### config.mk
export PLATFORM = sky130hd
export DESIGN_NAME = bitbakery_serial_rx
export DESIGN_NICKNAME = d
export VERILOG_FILES = /design/src/rtl/bitbakery_serial_pkg.sv /design/src/rtl/bitbakery_serial_rx_uart.sv /design/src/rtl/bitbakery_serial_rx.sv
export SDC_FILE = /design/constraint.sdc
export NUM_CORES = 1
export LEC_CHECK = 0
export CAP_MARGIN = 20
export CORE_MARGIN = 4
export CORE_UTILIZATION = 57
export CTS_CLUSTER_DIAMETER = 50
export DETAILED_ROUTE_END_ITERATION = 12
export GPL_ROUTABILITY_DRIVEN = 0
export GPL_TIMING_DRIVEN = 0
export PLACE_DENSITY = 0.83
export SLEW_MARGIN = 20
export SYNTH_ARGS = -nofsm -noshare
export SYNTH_HDL_FRONTEND = slang
export SYNTH_HIERARCHICAL = 1
export SYNTH_SLANG_ARGS = --single-unit
### constraint.sdc
create_clock -name clock -period 6 [get_ports clock]
set_clock_uncertainty 0.15 [all_clocks]
set_input_delay 0.9 -clock clock [delete_from_list [all_inputs] [get_ports clock]]
set_output_delay 0.9 -clock clock [all_outputs]
set_load 0.01 [all_outputs]
### src/rtl/bitbakery_serial_pkg.sv
// Constants and state encodings shared by the BitBakery serial link (tx and rx sides).
package bitbakery_serial_pkg;

  localparam logic [1:0] TAG_STATUS = 2'b00;
  localparam logic [1:0] TAG_JOGADA = 2'b01;
  localparam logic [1:0] TAG_PLAYER = 2'b10;
  localparam logic [1:0] TAG_MAP    = 2'b11;

  localparam int MAP_CHUNKS           = 8;
  localparam int DEFAULT_CLKS_PER_BIT = 434;

  // Encodings double as the db_estado debug code.
  typedef enum logic [2:0] {
    RX_IDLE      = 3'd0,
    RX_START     = 3'd1,
    RX_DATA      = 3'd2,
    RX_STOP      = 3'd3,
    RX_WAIT_IDLE = 3'd4
  } rx_state_t;

  typedef enum logic {
    DEC_TAG     = 1'b0,
    DEC_PAYLOAD = 1'b1
  } dec_state_t;

endpackage

### src/rtl/bitbakery_serial_rx_uart.sv
// 8N1 byte receiver: 2-flop line synchronizer plus mid-bit sampling FSM.
module uart_rx_8n1
  import bitbakery_serial_pkg::*;
#(
  parameter int CLKS_PER_BIT = DEFAULT_CLKS_PER_BIT
) (
  input  logic       clock,
  input  logic       reset,
  input  logic       serial_in,
  output logic [7:0] byte_data,
  output logic       byte_ok,
  output logic       byte_err,
  output logic [2:0] rx_state
);

  localparam int CW = $clog2(CLKS_PER_BIT);
  localparam logic [CW-1:0] HALF_M1 = CW'(CLKS_PER_BIT / 2 - 1);
  localparam logic [CW-1:0] FULL_M1 = CW'(CLKS_PER_BIT - 1);

  logic [1:0]    sync;
  logic [1:0]    fill;
  logic          armed;
  logic          rxd;
  rx_state_t     state, nxt;
  logic [CW-1:0] cnt;
  logic [2:0]    bit_idx;
  logic [7:0]    shreg;
  logic          done;

  assign rxd      = sync[1];
  assign rx_state = state;

  // A start edge only counts once a real high has passed the synchronizer,
  // so a line held low across reset cannot fake a byte.
  always_ff @(posedge clock or posedge reset) begin
    if (reset) begin
      sync  <= 2'b11;
      fill  <= 2'b00;
      armed <= 1'b0;
    end else begin
      sync <= {sync[0], serial_in};
      fill <= {fill[0], 1'b1};
      if (fill[1] && rxd) armed <= 1'b1;
    end
  end

  always_comb begin
    nxt  = state;
    done = 1'b0;
    case (state)
      RX_IDLE:      if (armed && !rxd) nxt = RX_START;
      RX_START: begin
        done = (cnt == HALF_M1);
        if (done) nxt = rxd ? RX_IDLE : RX_DATA;
      end
      RX_DATA: begin
        done = (cnt == FULL_M1);
        if (done && bit_idx == 3'd7) nxt = RX_STOP;
      end
      RX_STOP: begin
        done = (cnt == FULL_M1);
        if (done) nxt = rxd ? RX_IDLE : RX_WAIT_IDLE;
      end
      RX_WAIT_IDLE: if (rxd) nxt = RX_IDLE;
      default:      nxt = RX_IDLE;
    endcase
  end

  always_ff @(posedge clock or posedge reset) begin
    if (reset) begin
      state     <= RX_IDLE;
      cnt       <= '0;
      bit_idx   <= 3'd0;
      shreg     <= 8'h00;
      byte_data <= 8'h00;
      byte_ok   <= 1'b0;
      byte_err  <= 1'b0;
    end else begin
      state    <= nxt;
      byte_ok  <= 1'b0;
      byte_err <= 1'b0;
      cnt      <= (done || nxt != state) ? '0 : cnt + 1'b1;
      if (state == RX_START) bit_idx <= 3'd0;
      if (state == RX_DATA && done) begin
        shreg   <= {rxd, shreg[7:1]};
        bit_idx <= bit_idx + 3'd1;
      end
      if (state == RX_STOP && done) begin
        byte_ok  <= rxd;
        byte_err <= !rxd;
        if (rxd) byte_data <= shreg;
      end
    end
  end

endmodule

### src/rtl/bitbakery_serial_rx.sv
// BitBakery telemetry receiver: tag decoder, obstacle-map shadow/mask and commit.
module bitbakery_serial_rx
  import bitbakery_serial_pkg::*;
#(
  parameter int CLKS_PER_BIT = DEFAULT_CLKS_PER_BIT
) (
  input  logic        clock,
  input  logic        reset,
  input  logic        serial_in,
  output logic [1:0]  minigame,
  output logic [3:0]  estado,
  output logic [5:0]  jogada,
  output logic        dificuldade,
  output logic [3:0]  player_position,
  output logic [63:0] map_obstacles,
  output logic        status_valid,
  output logic        map_valid,
  output logic        frame_error,
  output logic        sync_error,
  output logic [2:0]  db_estado
);

  logic [7:0]            byte_data;
  logic                  byte_ok, byte_err;
  logic [2:0]            rx_state;
  dec_state_t            dec, dec_nxt;
  logic [2:0]            idx;
  logic [63:0]           shadow, shadow_nx;
  logic [MAP_CHUNKS-1:0] mask, mask_nx;

  uart_rx_8n1 #(.CLKS_PER_BIT(CLKS_PER_BIT)) u_rx (
    .clock     (clock),
    .reset     (reset),
    .serial_in (serial_in),
    .byte_data (byte_data),
    .byte_ok   (byte_ok),
    .byte_err  (byte_err),
    .rx_state  (rx_state)
  );

  always_comb begin
    dec_nxt = dec;
    if (byte_err) dec_nxt = DEC_TAG;
    else if (byte_ok) begin
      if (dec == DEC_PAYLOAD) dec_nxt = DEC_TAG;
      else if (byte_data[7:6] == TAG_MAP && byte_data[5:3] == 3'b000) dec_nxt = DEC_PAYLOAD;
    end
  end

  // Commit must see the chunk written by this very byte.
  always_comb begin
    shadow_nx = shadow;
    shadow_nx[{idx, 3'b000} +: 8] = byte_data;
    mask_nx = mask | (MAP_CHUNKS'(1) << idx);
  end

  always_comb begin
    db_estado = rx_state;
    if (rx_state == RX_IDLE && dec == DEC_PAYLOAD) db_estado = 3'd5;
  end

  always_ff @(posedge clock or posedge reset) begin
    if (reset) begin
      dec             <= DEC_TAG;
      idx             <= 3'd0;
      shadow          <= 64'h0;
      mask            <= '0;
      minigame        <= 2'b11;
      estado          <= 4'h0;
      jogada          <= 6'h00;
      dificuldade     <= 1'b0;
      player_position <= 4'h0;
      map_obstacles   <= 64'h0;
      status_valid    <= 1'b0;
      map_valid       <= 1'b0;
      frame_error     <= 1'b0;
      sync_error      <= 1'b0;
    end else begin
      dec          <= dec_nxt;
      status_valid <= 1'b0;
      map_valid    <= 1'b0;
      frame_error  <= 1'b0;
      sync_error   <= 1'b0;
      if (byte_err) begin
        frame_error <= 1'b1;
        if (dec == DEC_PAYLOAD) mask <= '0;
      end else if (byte_ok) begin
        if (dec == DEC_PAYLOAD) begin
          shadow <= shadow_nx;
          if (idx == 3'd7) begin
            mask <= '0;
            if (&mask_nx) begin
              map_obstacles <= shadow_nx;
              map_valid     <= 1'b1;
            end else begin
              sync_error <= 1'b1;
            end
          end else begin
            mask <= mask_nx;
          end
        end else begin
          case (byte_data[7:6])
            TAG_STATUS: begin
              minigame     <= byte_data[5:4];
              estado       <= byte_data[3:0];
              status_valid <= 1'b1;
            end
            TAG_JOGADA: begin
              jogada       <= byte_data[5:0];
              status_valid <= 1'b1;
            end
            TAG_PLAYER: begin
              dificuldade     <= byte_data[4];
              player_position <= byte_data[3:0];
              status_valid    <= 1'b1;
            end
            default: begin
              if (byte_data[5:3] != 3'b000) sync_error <= 1'b1;
              else                          idx        <= byte_data[2:0];
            end
          endcase
        end
      end
    end
  end

endmodule

==> flow_metrics.tcl, run 1 <==
set metrics [dict create \
    worstHoldPathType "flop to flop" \
    relSlewSlack_pct 37.8 \
    p_leak_nw 5.13 \
    ios 91 \
    design.die.area_um2 17700 \
    worst_vdd_ir_mv 0.231 \
    finalWorstPathRequiredPeriod_ns 3.22 \
    slew_violations 0 \
    timing.critical_path.to_type "flop" \
    die_height_um 133 \
    tritoncts "done" \
    synth.net_count 627 \
    synth_top_cells_by_area "sky130_fd_sc_hd__dfrtp_1, sky130_fd_sc_hd__mux2_2, sky130_fd_sc_hd__mux2_4" \
    tritoncts_num_sinks 198 \
    placedCellCount 915 \
    synth.most_common_cell "sky130_fd_sc_hd__dfrtp_1" \
    fin_cells 945 \
    reg2reg_setup_slack_ns 2.78 \
    run_status "complete, no violations" \
    timing.fmax_ghz 0.311 \
    core.rowCount 45 \
    placement.setup.worst_slack_ns 2.75 \
    cts-buffers-inserted 17 \
    post_synth_instance_area_um2 8910 \
    antenna_found_initial 0 \
    clkTransAtPathRegs_ns 0.07 \
    hold_buffers 0 \
    max_slew.worst_pin.slew_ns 0.926 \
    final_min_period_over_clock_period_pct 53.7 \
    cp_data_arrival_time_ns 3.38 \
    power.switching_w 0.000568 \
    share_comb_of_total_power_pct 4.2 \
    die_w_um 133 \
    synth.largest_area_cell "sky130_fd_sc_hd__dfrtp_1" \
    clock_latency_late_sink_ns 0.43 \
    min-delay-start "u_rx/fill[0]" \
    critical_path_peak_fanout 9 \
    grt_util_all_layers_pct 22.8 \
    drcViolationCount 0 \
    grt_remaining_overflow 0 \
    internal-power_w 0.00204 \
    fin_nets 737 \
    cts_max_path_buffers 2 \
    ys_async_sr_fraction_pct 100 \
    synth-warning-count 6 \
    wirelength_mm 19.4 \
    port_buffers 90 \
    grt_max_degree 103 \
    cts_setup_buffers 0 \
    power.share.clock_pct 42.7 \
    post_synth_most_frequent_cells "sky130_fd_sc_hd__dfrtp_1, sky130_fd_sc_hd__mux2_2, sky130_fd_sc_hd__mux2_4" \
    seq_power_share_pct 53.1 \
    number_of_global_route_vias_before_repair 5669 \
    initial_utilization_pct 58.4 \
    drtAntennaViolNets 0 \
    dp.final_hpwl_mm 12.9 \
    crit-reg2reg-capture "shadow[54]" \
    setup-violations-final 0 \
    required_ns 6.16 \
    syn_avg_cell_area_um2 14.5 \
    post-synth-top-area-fraction_pct 54.5 \
    first_drt_pass_iteration_count 5 \
    cellPowerDensity_nw_per_um2 244 \
    dr_total_vias 5356 \
    maxCapViolations 0 \
    routedWlPerCell_um 20.5 \
    worstRegToRegCells 8 \
    post_route_cells_drive_above_1_share_pct 38.8 \
    rsz0062_at_grt "no" \
    grt_first_pass_wirelength_mm 31.5 \
    postSynthCellCount 613 \
    ctsHtreeMaxLevel 4 \
    postLayoutSetupSlackWorst_ns 2.78 \
    cts.repair.resized 0 \
    area_delta_synth_final_pct 20.0 \
    worstSetupStartpoint "idx[0]" \
    coreArea_um2 15300 \
    synth_enable_flop_cells 0 \
    crit_path_start_kind "flop" \
    crit_end "shadow[54]" \
    setup.worst_path.class "flop to flop" \
    primary_flip_flop_cell_chosen_by_synthesis_mapping "sky130_fd_sc_hd__dfrtp_1" \
    finalHoldViolCount 0 \
    synth_cell_types 58 \
    postSynthRegisterBits 198 \
    detail_route.vias_per_cell 5.67 \
    n_antenna_cell 0 \
    seq_area_frac_synth_pct 55.7 \
    reg2reg_from "idx[0]" \
    cts-root-buf "sky130_fd_sc_hd__clkbuf_16" \
    power.share.switching_pct 21.8 \
    initialDrtViolationCount 364 \
]
==> cell type report <==
class / count / area, um^2
plain buffers: 34 / 210
clock buffers: 22 / 474
clock inverters: 8 / 97.6
fillers: 1002 / 4570
inverters: 11 / 48.8
multi-input cells: 370 / 3710
flip-flops and latches: 198 / 4960
well taps: 211 / 264
repair buffers: 91 / 928
==> how the worst min path moves through the flow <==
| stage | endpoint | slack, ns | depth (start not counted) |
|---|---|---|---|
| detailed placement | u_rx/fill[1] | 0.19 | 0 |
| finish | u_rx/fill[1] | 0.20 | 0 |
| global placement | u_rx/fill[1] | 0.18 | 0 |
| CTS | u_rx/sync[1] | 0.21 | 0 |
| floorplan | u_rx/fill[1] | 0.18 | 0 |
| global route | u_rx/fill[1] | 0.21 | 0 |
==> layout by cell type (no fill, tap or decap), drive strengths merged, types with 10 or more instances in the layout <==
master         netlist  layout
dfrtp              194     194
nand3               11      11
buf                 13      14
inv                 11      13
a21oi               10      10
nor2                22      22
nand2               16      16
clkbuf              21      43
ha                  11      11
clkdlybuf4s50        0      90
mux2               229     229
==> registers in the layout, indices dropped and copies added, names as in the netlist, 4 cells and up <==
register and flops:
map_obstacles 64, u_rx/cnt 9, mask 7, player_position 4
jogada 6, shadow 64, u_rx/byte_data 8, estado 4
u_rx/shreg 8
==> power by group through the flow <==
stage,Sequential [W],Clock (W),Combinational (W)
global route,0.00139,0.00119,0.000127
detailed placement,0.00141,0,0.000112
CTS,0.00138,0.00113,0.000113
finish,0.00139,0.00112,0.000110
global placement,0.00141,0,0.0000998
floorplan,0.00140,0,0.0000807
==> layer usage <==
metal / GRT usage [%] / wire, um
met1: 30.8 / 8450
met2: 37.1 / 9580
met3: 5.86 / 1030
met4: 6.06 / 323
met5: 0 / 0
==> cells by family after synthesis <==
kind of cell,Yosys count,share of synthesized area [%]
buf+inv,45,2.82
compound gates,32,2.41
flops,198,55.7
other cells,1,0.0421
simple gates,89,5.77
mux,230,31.1
xor+xnor,7,0.688
fa+ha+maj,11,1.54
==> critical path: stages (launching register included) <==
cell and delay, ns:
sky130_fd_sc_hd__dfrtp_1 0.48, sky130_fd_sc_hd__inv_1 0.18, sky130_fd_sc_hd__ha_1 0.26, sky130_fd_sc_hd__ha_1 0.28, sky130_fd_sc_hd__clkbuf_1 0.32, sky130_fd_sc_hd__nand3b_1 0.46
sky130_fd_sc_hd__or2_2 0.20, sky130_fd_sc_hd__clkbuf_1 0.38, sky130_fd_sc_hd__mux2_2 0.40
==> through the flow <==
step,hold WS (ns),power [W],utilization (%),instance area (um^2),TNS (ns)
global placement,0.182,0.00151,66.0,10100,-188.35
detailed placement,0.191,0.00152,66.3,10100,0
global route,0.208,0.00270,70.1,10700,0
CTS,0.207,0.00263,70.0,10700,0
floorplan,0.181,0.00148,-,8910,0
finish,0.202,0.00261,70.1,10700,0
Note: power is estimated with default switching activity, not from simulation.
==> run 2: changes to the inputs <==
Settings changed: CORE_UTILIZATION 57 to 51, PLACE_DENSITY 0.83 to 0.79.
Clock period 6 ns to 2.9 ns, I/O delays scaled along.
==> flow_metrics.tcl, run 2 (synthesis results as in run 1) <==
set metrics [dict create \
    dp.final_hpwl_mm 13.1 \
    rsz0062_at_grt "no" \
    grt_first_pass_wirelength_mm 32.1 \
    critical_path_peak_fanout 9 \
    worst_vdd_ir_mv 0.470 \
    core.rowCount 48 \
    drtAntennaViolNets 0 \
    dr_total_vias 5381 \
    antenna_found_initial 0 \
    die_height_um 140 \
    n_antenna_cell 0 \
    ctsHtreeMaxLevel 4 \
    required_ns 3.07 \
    timing.critical_path.to_type "flop" \
    mostFrequentLayoutCell "sky130_fd_sc_hd__dfrtp_1" \
    cellPowerDensity_nw_per_um2 505 \
    coreArea_um2 17200 \
    port_buffers 90 \
    cpMaxStageDelayCell "sky130_fd_sc_hd__dfrtp_2" \
    finalHoldViolCount 0 \
    tritoncts "done" \
    slew_violations 0 \
    reg2reg_setup_slack_ns 0.14 \
    setup.worst_path.class "flop to flop" \
    grt_remaining_overflow 0 \
    final_min_period_over_clock_period_pct 95.3 \
    setup-violations-final 0 \
    grt_util_all_layers_pct 20.8 \
    worstHoldPathType "flop to flop" \
    first_drt_pass_iteration_count 6 \
    relSlewSlack_pct 38.5 \
    most-common-layout-cells "sky130_fd_sc_hd__dfrtp_1, sky130_fd_sc_hd__mux2_2, sky130_fd_sc_hd__clkdlybuf4s50_1, sky130_fd_sc_hd__mux2_4, sky130_fd_sc_hd__nor2_1" \
    routedWlPerCell_um 20.2 \
    hold_buffers 0 \
    post_dp_cell_area_um2 10200 \
    cts-root-buf "sky130_fd_sc_hd__clkbuf_16" \
    initialDrtViolationCount 239 \
    clock_latency_late_sink_ns 0.43 \
    post_route_cells_drive_above_1_share_pct 41.7 \
    largestRegisters "map_obstacles x64, shadow x64, u_rx/cnt x9" \
    die_w_um 140 \
    final_total_power_w 0.00551 \
    timing.fmax_ghz 0.362 \
    fin_nets 745 \
    final_core_util_pct 63.4 \
    finalWorstPathRequiredPeriod_ns 2.76 \
    detail_route.vias_per_cell 5.55 \
    cts_max_path_buffers 2 \
    placement.setup.worst_slack_ns -0.450 \
    clkTransAtPathRegs_ns 0.07 \
    cp_data_arrival_time_ns 2.93 \
    cts-buffers-inserted 17 \
    drcViolationCount 0 \
    area_delta_synth_final_pct 22.5 \
    crit_path_start_kind "flop" \
    path_cells "inv_1 > ha_1 > ha_2 > nor4b_2 > nand3_2 > buf_4 > mux2_2 > mux2_1" \
    p_leak_nw 5.21 \
    max_slew.worst_pin.slew_ns 0.915 \
    number_of_global_route_vias_before_repair 5773 \
    finalInstanceArea_um2 10900 \
    postLayoutSetupSlackWorst_ns 0.136 \
    grt_max_degree 39 \
    run_status "complete, no violations" \
    design.die.area_um2 19700 \
    ios 91 \
    slowest_delay_ns 0.47 \
    wirelength_mm 19.6 \
    maxCapViolations 0 \
    initial_utilization_pct 51.7 \
    tritoncts_num_sinks 198 \
]
## run 2: final cells by class
| type | instances | area, um^2 |
|---|---|---|
| fillers | 1225 | 6320 |
| flip-flops and latches | 198 | 4960 |
| multi-input cells | 370 | 3750 |
| repair buffers | 102 | 1070 |
| clock buffers | 20 | 467 |
| well taps | 225 | 282 |
| plain buffers | 31 | 201 |
| clock inverters | 12 | 140 |
| inverters | 11 | 45.0 |
## run 2: per-layer routing
metal	vias to the layer above	part of all wire, %	track usage, %	wire length, um
met5	-	0	0	0
met4	0	2.0	6.17	401
met3	27	3.7	3.45	731
met2	137	50	34.4	9840
met1	2793	44	28.6	8640
li1	2424	-	-	-
## run 2: repair_timing
action / 4_1_cts / 5_1_grt
pin swaps: 2 / 1
resized for setup: 9 / 6
hold endpoints to repair: 0 / 0
endpoints found under the setup margin: 104 / 104
setup buffers: 6 / 1
## run 2: metrics by stage
step	hold WS (ns)	cells	setup TNS, ns
global route	0.209	969	0
finish	0.201	969	0
detailed placement	0.185	933	-13.71
floorplan	0.181	613	0
CTS	0.201	969	-0.00633
global placement	0.182	928	-148.03
## run 2: power by group
part           switching [W]  total (W)  internal, W
Combinational       0.000137   0.000233    0.0000957
Clock                0.00106    0.00241      0.00136
Sequential         0.0000567    0.00286      0.00281
## run 2: path summary, 6_finish.rpt
path | from | to | depth (start not counted)
max | idx[0] | map_obstacles[0] | 8
min | u_rx/fill[0] | u_rx/fill[1] | 0
max reg2reg | idx[0] | map_obstacles[0] | 8
min reg2reg | u_rx/fill[0] | u_rx/fill[1] | 0
max in group asynchronous | reset | shadow[45] | 5
min in group asynchronous | reset | frame_error | 2
## run 2: worst max-delay path, delay by kind of cell (launching register included)
family	cells	cell delay, ns
flops	1	0.47
mux	2	0.57
simple gates	2	0.46
fa+ha+maj	2	0.60
buf+inv	2	0.40
